==> src/rtl/trace_pkg.sv <==
// Shared types for the trace request issuer: opcodes, FSM states, default entry layout.
// Latency: n/a (types and constants only).
// Backpressure: n/a.
package trace_pkg;

  localparam int TIME_W_DEF = 32;
  localparam int ADDR_W_DEF = 33;
  localparam int ERR_MAX    = 255;

  typedef enum logic [1:0] {
    OP_READ    = 2'd0,
    OP_WRITE   = 2'd1,
    OP_IFETCH  = 2'd2,
    OP_ILLEGAL = 2'd3
  } trace_op_e;

  typedef enum logic [1:0] {
    ST_IDLE,
    ST_WAIT,
    ST_ISSUE,
    ST_DONE
  } issuer_state_e;

  // Default-width entry; the issuer builds its own entry type from its parameters.
  typedef struct packed {
    logic [TIME_W_DEF-1:0] issue_time;
    trace_op_e             op;
    logic [ADDR_W_DEF-1:0] addr;
  } trace_entry_t;

endpackage

==> src/rtl/trace_request_issuer_if.sv <==
// Loader push port and downstream request port of the trace request issuer.
// Latency: n/a (wiring only).
// Backpressure: ld_ready gates the loader, req_ready gates the issuer.
interface trace_request_issuer_if #(
  parameter int TIME_W = 32,
  parameter int ADDR_W = 33
);

  logic              ld_valid;
  logic              ld_ready;
  logic [TIME_W-1:0] ld_time;
  logic [1:0]        ld_op;
  logic [ADDR_W-1:0] ld_addr;
  logic              ld_last;

  logic              req_valid;
  logic              req_ready;
  logic [TIME_W-1:0] req_time;
  logic [1:0]        req_op;
  logic [ADDR_W-1:0] req_addr;

  // Environment side: the loader pushing entries and the request consumer.
  modport master (
    output ld_valid, ld_time, ld_op, ld_addr, ld_last, req_ready,
    input  ld_ready, req_valid, req_time, req_op, req_addr
  );

  // Issuer side.
  modport slave (
    input  ld_valid, ld_time, ld_op, ld_addr, ld_last, req_ready,
    output ld_ready, req_valid, req_time, req_op, req_addr
  );

endinterface

==> src/rtl/trace_fifo.sv <==
// Generic DEPTH-entry FIFO of trace entries with registered full/empty flags.
// Latency: a pushed entry is visible at dout the cycle after the push edge.
// Backpressure: push ignored while full, pop ignored while empty.
module trace_fifo
  import trace_pkg::*;
#(
  parameter int  DEPTH   = 16,
  parameter type entry_t = trace_entry_t
) (
  input  logic                   clk,
  input  logic                   rst_n,
  input  logic                   push,
  input  logic                   pop,
  input  entry_t                 din,
  output entry_t                 dout,
  output logic                   full,
  output logic                   empty,
  output logic [$clog2(DEPTH):0] occupancy
);

  localparam int AW = $clog2(DEPTH);

  entry_t        mem [DEPTH];
  logic [AW:0]   wr_ptr, rd_ptr;
  logic [AW:0]   wr_nxt, rd_nxt;
  logic          do_push, do_pop;

  assign do_push = push & ~full;
  assign do_pop  = pop & ~empty;

  // Next pointers; the extra MSB distinguishes full from empty.
  always_comb begin
    wr_nxt = wr_ptr + {{AW{1'b0}}, do_push};
    rd_nxt = rd_ptr + {{AW{1'b0}}, do_pop};
  end

  // Storage write; contents need no reset because empty masks them.
  always_ff @(posedge clk) begin
    if (do_push) mem[wr_ptr[AW-1:0]] <= din;
  end

  // Pointers and registered flags derived from the next-state pointers.
  always_ff @(posedge clk or negedge rst_n) begin
    if (!rst_n) begin
      wr_ptr <= '0;
      rd_ptr <= '0;
      full   <= 1'b0;
      empty  <= 1'b1;
    end else begin
      wr_ptr <= wr_nxt;
      rd_ptr <= rd_nxt;
      empty  <= (wr_nxt == rd_nxt);
      full   <= (wr_nxt[AW-1:0] == rd_nxt[AW-1:0]) && (wr_nxt[AW] != rd_nxt[AW]);
    end
  end

  assign dout      = mem[rd_ptr[AW-1:0]];
  assign occupancy = wr_ptr - rd_ptr;

endmodule

==> src/rtl/trace_request_issuer.sv <==
// Buffers timed trace entries and issues each one once the CPU cycle counter reaches its time.
// Latency: an already-due entry pushed at edge k is presented after edge k+1; at most 1 issue per 2 cycles.
// Backpressure: ld_ready = !full; a presented request is held until req_ready.
module trace_request_issuer
  import trace_pkg::*;
#(
  parameter int DEPTH   = 16,
  parameter int TIME_W  = TIME_W_DEF,
  parameter int ADDR_W  = ADDR_W_DEF,
  parameter bit SKIP_EN = 1'b1
) (
  input  logic                   clk,
  input  logic                   rst_n,
  input  logic                   en,
  input  logic                   idle_in,
  trace_request_issuer_if.slave  bus,
  output logic [TIME_W-1:0]      cycle_cnt,
  output logic [$clog2(DEPTH):0] occupancy,
  output logic [7:0]             err_cnt,
  output logic                   done
);

  typedef struct packed {
    logic [TIME_W-1:0] issue_time;
    trace_op_e         op;
    logic [ADDR_W-1:0] addr;
  } entry_t;

  issuer_state_e     state_q, state_d;
  entry_t            ld_entry, head, req_q;
  logic              fifo_full, fifo_empty;
  logic              push, drop, wr, pop, due, skip, last_seen;
  logic [TIME_W-1:0] last_time;
  logic [TIME_W:0]   cnt_inc;

  assign ld_entry = '{issue_time: bus.ld_time, op: trace_op_e'(bus.ld_op), addr: bus.ld_addr};

  // Out-of-order or illegal entries are consumed but never stored.
  assign push = bus.ld_valid & bus.ld_ready;
  assign drop = (trace_op_e'(bus.ld_op) == OP_ILLEGAL) || (bus.ld_time < last_time);
  assign wr   = push & ~drop;

  assign cnt_inc = {1'b0, cycle_cnt} + {{TIME_W{1'b0}}, 1'b1};
  assign due     = (head.issue_time <= cycle_cnt);
  // Jump straight to the head's time when downstream is idle and nothing is due soon.
  assign skip    = SKIP_EN && en && idle_in && (state_q == ST_WAIT) && !fifo_empty &&
                   ({1'b0, head.issue_time} > cnt_inc);

  trace_fifo #(
    .DEPTH   (DEPTH),
    .entry_t (entry_t)
  ) u_fifo (
    .clk       (clk),
    .rst_n     (rst_n),
    .push      (wr),
    .pop       (pop),
    .din       (ld_entry),
    .dout      (head),
    .full      (fifo_full),
    .empty     (fifo_empty),
    .occupancy (occupancy)
  );

  // Issue FSM next state; pop moves the head into the output register.
  always_comb begin
    state_d = state_q;
    pop     = 1'b0;
    unique case (state_q)
      ST_IDLE: begin
        if (!fifo_empty || wr)    state_d = ST_WAIT;
        else if (last_seen)       state_d = ST_DONE;
      end
      ST_WAIT: begin
        if (fifo_empty)           state_d = ST_IDLE;
        else if (en && due) begin
          pop     = 1'b1;
          state_d = ST_ISSUE;
        end
      end
      ST_ISSUE: begin
        if (bus.req_ready) begin
          if (!fifo_empty || wr)  state_d = ST_WAIT;
          else if (last_seen)     state_d = ST_DONE;
          else                    state_d = ST_IDLE;
        end
      end
      ST_DONE:                    state_d = ST_DONE;
      default:                    state_d = ST_IDLE;
    endcase
  end

  // FSM state register.
  always_ff @(posedge clk or negedge rst_n) begin
    if (!rst_n) state_q <= ST_IDLE;
    else        state_q <= state_d;
  end

  // Held request fields; stable for the whole ISSUE state.
  always_ff @(posedge clk or negedge rst_n) begin
    if (!rst_n)   req_q <= '0;
    else if (pop) req_q <= head;
  end

  // CPU cycle counter: frozen by en, saturates at all-ones, may fast-forward.
  always_ff @(posedge clk or negedge rst_n) begin
    if (!rst_n) begin
      cycle_cnt <= '0;
    end else if (en) begin
      if (skip)              cycle_cnt <= head.issue_time;
      else if (!(&cycle_cnt)) cycle_cnt <= cnt_inc[TIME_W-1:0];
    end
  end

  // Push-side bookkeeping: ordering watermark, saturating drop count, end-of-trace flag.
  always_ff @(posedge clk or negedge rst_n) begin
    if (!rst_n) begin
      last_time <= '0;
      err_cnt   <= '0;
      last_seen <= 1'b0;
    end else begin
      if (wr) last_time <= bus.ld_time;
      if (push && drop && (err_cnt != 8'(ERR_MAX))) err_cnt <= err_cnt + 8'd1;
      if (push && bus.ld_last) last_seen <= 1'b1;
    end
  end

  assign bus.ld_ready  = ~fifo_full;
  assign bus.req_valid = (state_q == ST_ISSUE);
  assign bus.req_time  = req_q.issue_time;
  assign bus.req_op    = req_q.op;
  assign bus.req_addr  = req_q.addr;
  assign done          = (state_q == ST_DONE);

endmodule

==> src/flat_wrapper.sv <==
// flat-port wrapper written by rule: the top's interface ports become plain ports
module trace_request_issuer_flat import trace_pkg::*;
#(
  parameter int DEPTH   = 16,
  parameter int TIME_W  = TIME_W_DEF,
  parameter int ADDR_W  = ADDR_W_DEF,
  parameter bit SKIP_EN = 1'b1
)
  (clk, rst_n, en, idle_in, cycle_cnt, occupancy, err_cnt, done, bus_ld_valid, bus_ld_time, bus_ld_op, bus_ld_addr, bus_ld_last, bus_req_ready, bus_ld_ready, bus_req_valid, bus_req_time, bus_req_op, bus_req_addr);
  trace_request_issuer_if #(.TIME_W(TIME_W), .ADDR_W(ADDR_W)) bus_i ();
  input  logic clk;
  input  logic rst_n;
  input  logic en;
  input  logic idle_in;
  output logic [TIME_W-1:0] cycle_cnt;
  output logic [$clog2(DEPTH):0] occupancy;
  output logic [7:0] err_cnt;
  output logic done;
  input wire logic [$bits(bus_i.ld_valid)-1:0] bus_ld_valid;
  input wire logic [$bits(bus_i.ld_time)-1:0] bus_ld_time;
  input wire logic [$bits(bus_i.ld_op)-1:0] bus_ld_op;
  input wire logic [$bits(bus_i.ld_addr)-1:0] bus_ld_addr;
  input wire logic [$bits(bus_i.ld_last)-1:0] bus_ld_last;
  input wire logic [$bits(bus_i.req_ready)-1:0] bus_req_ready;
  output wire logic [$bits(bus_i.ld_ready)-1:0] bus_ld_ready;
  output wire logic [$bits(bus_i.req_valid)-1:0] bus_req_valid;
  output wire logic [$bits(bus_i.req_time)-1:0] bus_req_time;
  output wire logic [$bits(bus_i.req_op)-1:0] bus_req_op;
  output wire logic [$bits(bus_i.req_addr)-1:0] bus_req_addr;
  assign bus_i.ld_valid = bus_ld_valid;
  assign bus_i.ld_time = bus_ld_time;
  assign bus_i.ld_op = bus_ld_op;
  assign bus_i.ld_addr = bus_ld_addr;
  assign bus_i.ld_last = bus_ld_last;
  assign bus_i.req_ready = bus_req_ready;
  assign bus_ld_ready = bus_i.ld_ready;
  assign bus_req_valid = bus_i.req_valid;
  assign bus_req_time = bus_i.req_time;
  assign bus_req_op = bus_i.req_op;
  assign bus_req_addr = bus_i.req_addr;
  trace_request_issuer #(.DEPTH(DEPTH), .TIME_W(TIME_W), .ADDR_W(ADDR_W), .SKIP_EN(SKIP_EN)) u_core (.clk(clk), .rst_n(rst_n), .en(en), .idle_in(idle_in), .bus(bus_i), .cycle_cnt(cycle_cnt), .occupancy(occupancy), .err_cnt(err_cnt), .done(done));
endmodule
==> config.mk <==
export PLATFORM = sky130hd
export DESIGN_NAME = trace_request_issuer_flat
export DESIGN_NICKNAME = d
export VERILOG_FILES = /design/src/rtl/trace_pkg.sv /design/src/rtl/trace_request_issuer_if.sv /design/src/rtl/trace_fifo.sv /design/src/rtl/trace_request_issuer.sv /design/src/flat_wrapper.sv
export SDC_FILE = /design/constraint.sdc
export NUM_CORES = 1
export LEC_CHECK = 0
export CAP_MARGIN = 20
export CORE_MARGIN = 3
export CORE_UTILIZATION = 46
export DETAILED_ROUTE_END_ITERATION = 12
export HOLD_SLACK_MARGIN = 0.1
export PLACE_DENSITY_LB_ADDON = 0.3
export SLEW_MARGIN = 20
export SYNTH_ARGS = -nofsm -noshare
export SYNTH_HDL_FRONTEND = slang
export SYNTH_SLANG_ARGS = --single-unit
==> constraint.sdc <==
create_clock -name clk -period 10.05 [get_ports clk]
set_input_delay 1.5075 -clock clk [delete_from_list [all_inputs] [get_ports clk]]
set_output_delay 1.5075 -clock clk [all_outputs]
set_load 0.05 [all_outputs]
==> run summary <==
first-pass GRT wire length -> 168000 um
# setup viols final -> 0
CTS buffer count -> 120
post-route clock period utilization -> 67.1%
CTS Hold Bufs -> 0
EDFF count, synth -> 1072
worst min path class -> register to register
synth unique cells -> 63
Async SR Flop Fraction -> 12.6%
htree depth -> 3
pin count of the biggest net entering global routing -> 136
Die Wd -> 333 um
CP arrival -> 7.36 ns
mapped cell area -> 49300 um^2
post-synthesis sequential area ratio -> 73.1%
Post-synth top flop -> edfxtp_1
Overall Power -> 10.6 mW
critical path's slowest cell -> dfrtp_4
die area -> 111000 um^2
Crit. End Element -> register
fmax -> 148 MHz
CP startpoint kind -> register
R2R setup slack -> 3.31 ns
#FFs+latches synth -> 1226
Port Buffers -> 188
Fin Clk Skew -> 0.0573 ns
number of nets in the layout -> 2837
vias after detailed routing -> 24400
initial core utilization -> 46.6%
Leak Pwr -> 18.9 nW
maximum fanout along the worst path -> 135
Hold Path End -> u_core.err_cnt[7]$_DFFE_PN0P_
number of global-route vias before repair -> 25600
Combinational Power Share -> 3.8%
initial antenna violation count -> 9
PD cells -> 186 nW/um^2
hpwl dp -> 65300 um
Least-Margin Pin Slew -> 1.10 ns
Required @ worst endpoint -> 10.67 ns
synthesized netlist cell count -> 2405
reg2reg end -> u_core.u_fifo.full$_DFF_PN0_
maximum VDD drop -> 0.169 mV
Hold Path Stages -> 1
Mapped Nets -> 2585
root buffer cell -> clkbuf_16
share of cells above drive strength 1 -> 24.0%
Worst-Skew Late Latency -> 0.72 ns
Crit path top cell by count -> ha_1
CP Cell Sequence -> buf_12 -> mux4_2 -> mux4_2 -> ha_1 -> nand4_1 -> nor2_1 -> o21ai_0 -> o21ai_0 -> nor3_1 -> o21ai_4 -> inv_1 -> ha_1 -> ha_1 -> xor2_1 -> xor2_1 -> or4_1 -> nor2b_1
FP Rows -> 119
Final Hold Fails -> 0
sequential power share -> 52.7%
minimum clock period -> 6.74 ns
max-cap violations -> 0
Avg Cell Area, Syn -> 20.5 um^2
status -> complete, no violations
area grow syn2layout -> 15.9%
initial DRC count -> 2227
# Post-CTS Setup Buffers -> 0
WS Path Type -> register to register
Core ar. -> 106000 um^2
Final ANT Viol Nets -> 0
start of the worst register-to-register path -> u_core.u_fifo.rd_ptr[1]$_DFF_PN0_
GRT overflow -> 0
DRC violations left -> 0
1st-pass router iterations -> 5
clock network power share -> 43.5%
TritonCTS clock tree -> yes
Fillers -> 7981
Longest Clk Path Bufs -> 3
Worst R2R Path Depth -> 17
RSZ-0062 raised after global routing -> no
PostCTS Resize Cnt -> 0
top-level port count -> 189
Worst path max stage delay -> 0.97 ns
Final Max Tran Viols -> 0
Vias/cell -> 5.88
internal power -> 8.41 mW
HP Start -> u_core.err_cnt[7]$_DFFE_PN0P_
clock sinks -> 1226
sequential cell area -> 36100 um^2
P_sw -> 2.24 mW
Multi-input gate area -> 12600 um^2
Reg clk slew, reported paths -> 0.07 ns
gr usage total -> 20.2%
Net Sw Frac -> 21.0%
Slew headroom -> 26.7%
Die Ht -> 333 um
synth warn -> 0
Final Cell Area -> 57100 um^2
wire per inst -> 26.8 um
RePlAce Congestion -> 0.859
final wirelength -> 111000 um
placed cell areas -> 53000 um^2
==> logic make-up (layout without fill, tap and decap cells) <==
group	after synthesis	count (layout)	synth area share, %
flops	1226	1226	73.1
mux	403	403	16.8
simple gates	249	249	2.62
buf+inv	186	545	1.52
compound gates	179	179	2.22
fa+ha+maj	106	106	2.71
xor+xnor	56	56	0.995
other cells	0	3	0
==> critical path, delay by kind of cell (launching register included) <==
kind	cells	cell delay [ns]
and+or+nand+nor	5	1.23
AOI/OAI and AO/OA	3	1.21
muxes	2	1.07
DFF	1	0.97
adders and majority gates	3	0.83
buffers and inverters	2	0.62
xor gates and xnor gates	2	0.35
==> synthesized netlist by cell type (3+ instances only) <==
master	n	share of area, %
edfxtp_1	1072	65
mux4_2	334	15
dfrtp_1	153	7.8
ha_1	105	2.7
inv_1	82	0.62
nand2_1	79	0.60
mux2_2	68	1.6
o21ai_0	66	0.67
clkbuf_1	51	0.39
a21oi_1	42	0.43
xnor2_1	41	0.73
nand3_1	33	0.33
buf_2	31	0.31
nor2_1	31	0.24
nand4_1	24	0.30
nor3_1	20	0.20
a21o_1	19	0.29
buf_1	19	0.14
a22oi_1	16	0.24
xor2_1	15	0.27
and3_1	8	0.10
or4_1	8	0.12
o211ai_1	7	0.11
and4_1	6	0.11
nor2b_1	6	0.076
and2_1	5	0.063
nor3b_1	5	0.076
a221o_1	4	0.081
nand2b_1	4	0.051
nor4_1	4	0.051
a211oi_1	3	0.046
a31oi_1	3	0.038
o221ai_1	3	0.053
o31ai_1	3	0.046
==> state kept, by name, summed over array words and instances, names as in the netlist <==
signal / cells
u_core.bus.req_addr: 33
u_core.bus.req_op: 2
u_core.bus.req_time: 32
u_core.cycle_cnt: 32
u_core.err_cnt: 8
u_core.last_seen: 1
u_core.last_time: 32
u_core.state_q: 2
u_core.u_fifo.empty: 1
u_core.u_fifo.full: 1
u_core.u_fifo.mem: 1072
u_core.u_fifo.rd_ptr: 5
u_core.u_fifo.wr_ptr: 5
==> per-stage QoR <==
stage | util (%) | hold WS [ns] | worst slack, ns | cells | TNS, ns
after floorplan | - | 0.450 | -0.262 | 2405 | -35.04
after global placement | 50.1 | 0.477 | 3.39 | 3926 | 0
after detailed placement | 50.1 | 0.492 | 3.33 | 3926 | 0
after CTS | 54.0 | 0.503 | 3.29 | 4155 | 0
after global routing | 54.0 | 0.524 | 2.93 | 4156 | 0
final | 54.0 | 0.496 | 3.31 | 4158 | 0
==> metal layers <==
layer  share of wire, %  GRT usage, %  wire length, um  up-vias
met3                5.4          3.34             6040      172
li1                   -             -                -    10400
met4                2.3          5.05             2600       10
met5              0.067             0               74        -
met2                 50          33.9            55600      775
met1                 42          27.9            46900    13100
==> power by group through the flow <==
stage,clock [mW],combinational (mW),sequential [mW]
6_report,4.63,0.407,5.61
5_1_grt,4.93,0.443,5.61
4_1_cts,4.72,0.410,5.61
3_5_place_dp,0,0.410,5.72
3_3_place_gp,0,0.392,5.71
2_1_floorplan,0,0.121,5.79
==> placed cells by master, fill, tap and decap left out, types with 66 or more instances in the layout <==
cell             count
edfxtp_1          1072
mux4_2             334
clkdlybuf4s50_1    187
dfrtp_1            150
clkbuf_16          121
ha_1               105
inv_1               82
nand2_1             79
mux2_2              68
o21ai_0             66
==> final cells by class <==
type | instances | area share, %
well taps | 1391 | 3.05
repair buffers | 233 | 3.96
clock buffers | 158 | 5.65
flip-flops and latches | 1226 | 63.1
inverters | 83 | 0.550
diodes | 3 | 0.0131
clock inverters | 71 | 1.57
multi-input cells | 993 | 22.1
==> how the worst max path moves through the flow <==
| stage | slack, ns | to | startpoint |
|---|---|---|---|
| detailed placement | 3.33 | u_core.u_fifo.mem[9][11]$_DFFE_PP_ | bus_ld_time[2] |
| global placement | 3.39 | u_core.u_fifo.empty$_DFF_PN1_ | u_core.u_fifo.rd_ptr[0]$_DFF_PN0_ |
| floorplan | -0.26 | u_core.u_fifo.mem[2][0]$_DFFE_PP_ | bus_ld_time[2] |
| global route | 2.93 | u_core.u_fifo.empty$_DFF_PN1_ | u_core.u_fifo.rd_ptr[0]$_DFF_PN0_ |
| CTS | 3.29 | u_core.u_fifo.full$_DFF_PN0_ | u_core.u_fifo.rd_ptr[0]$_DFF_PN0_ |
| finish | 3.31 | u_core.u_fifo.full$_DFF_PN0_ | u_core.u_fifo.rd_ptr[1]$_DFF_PN0_ |
Note: power is estimated with default switching activity, not from simulation.
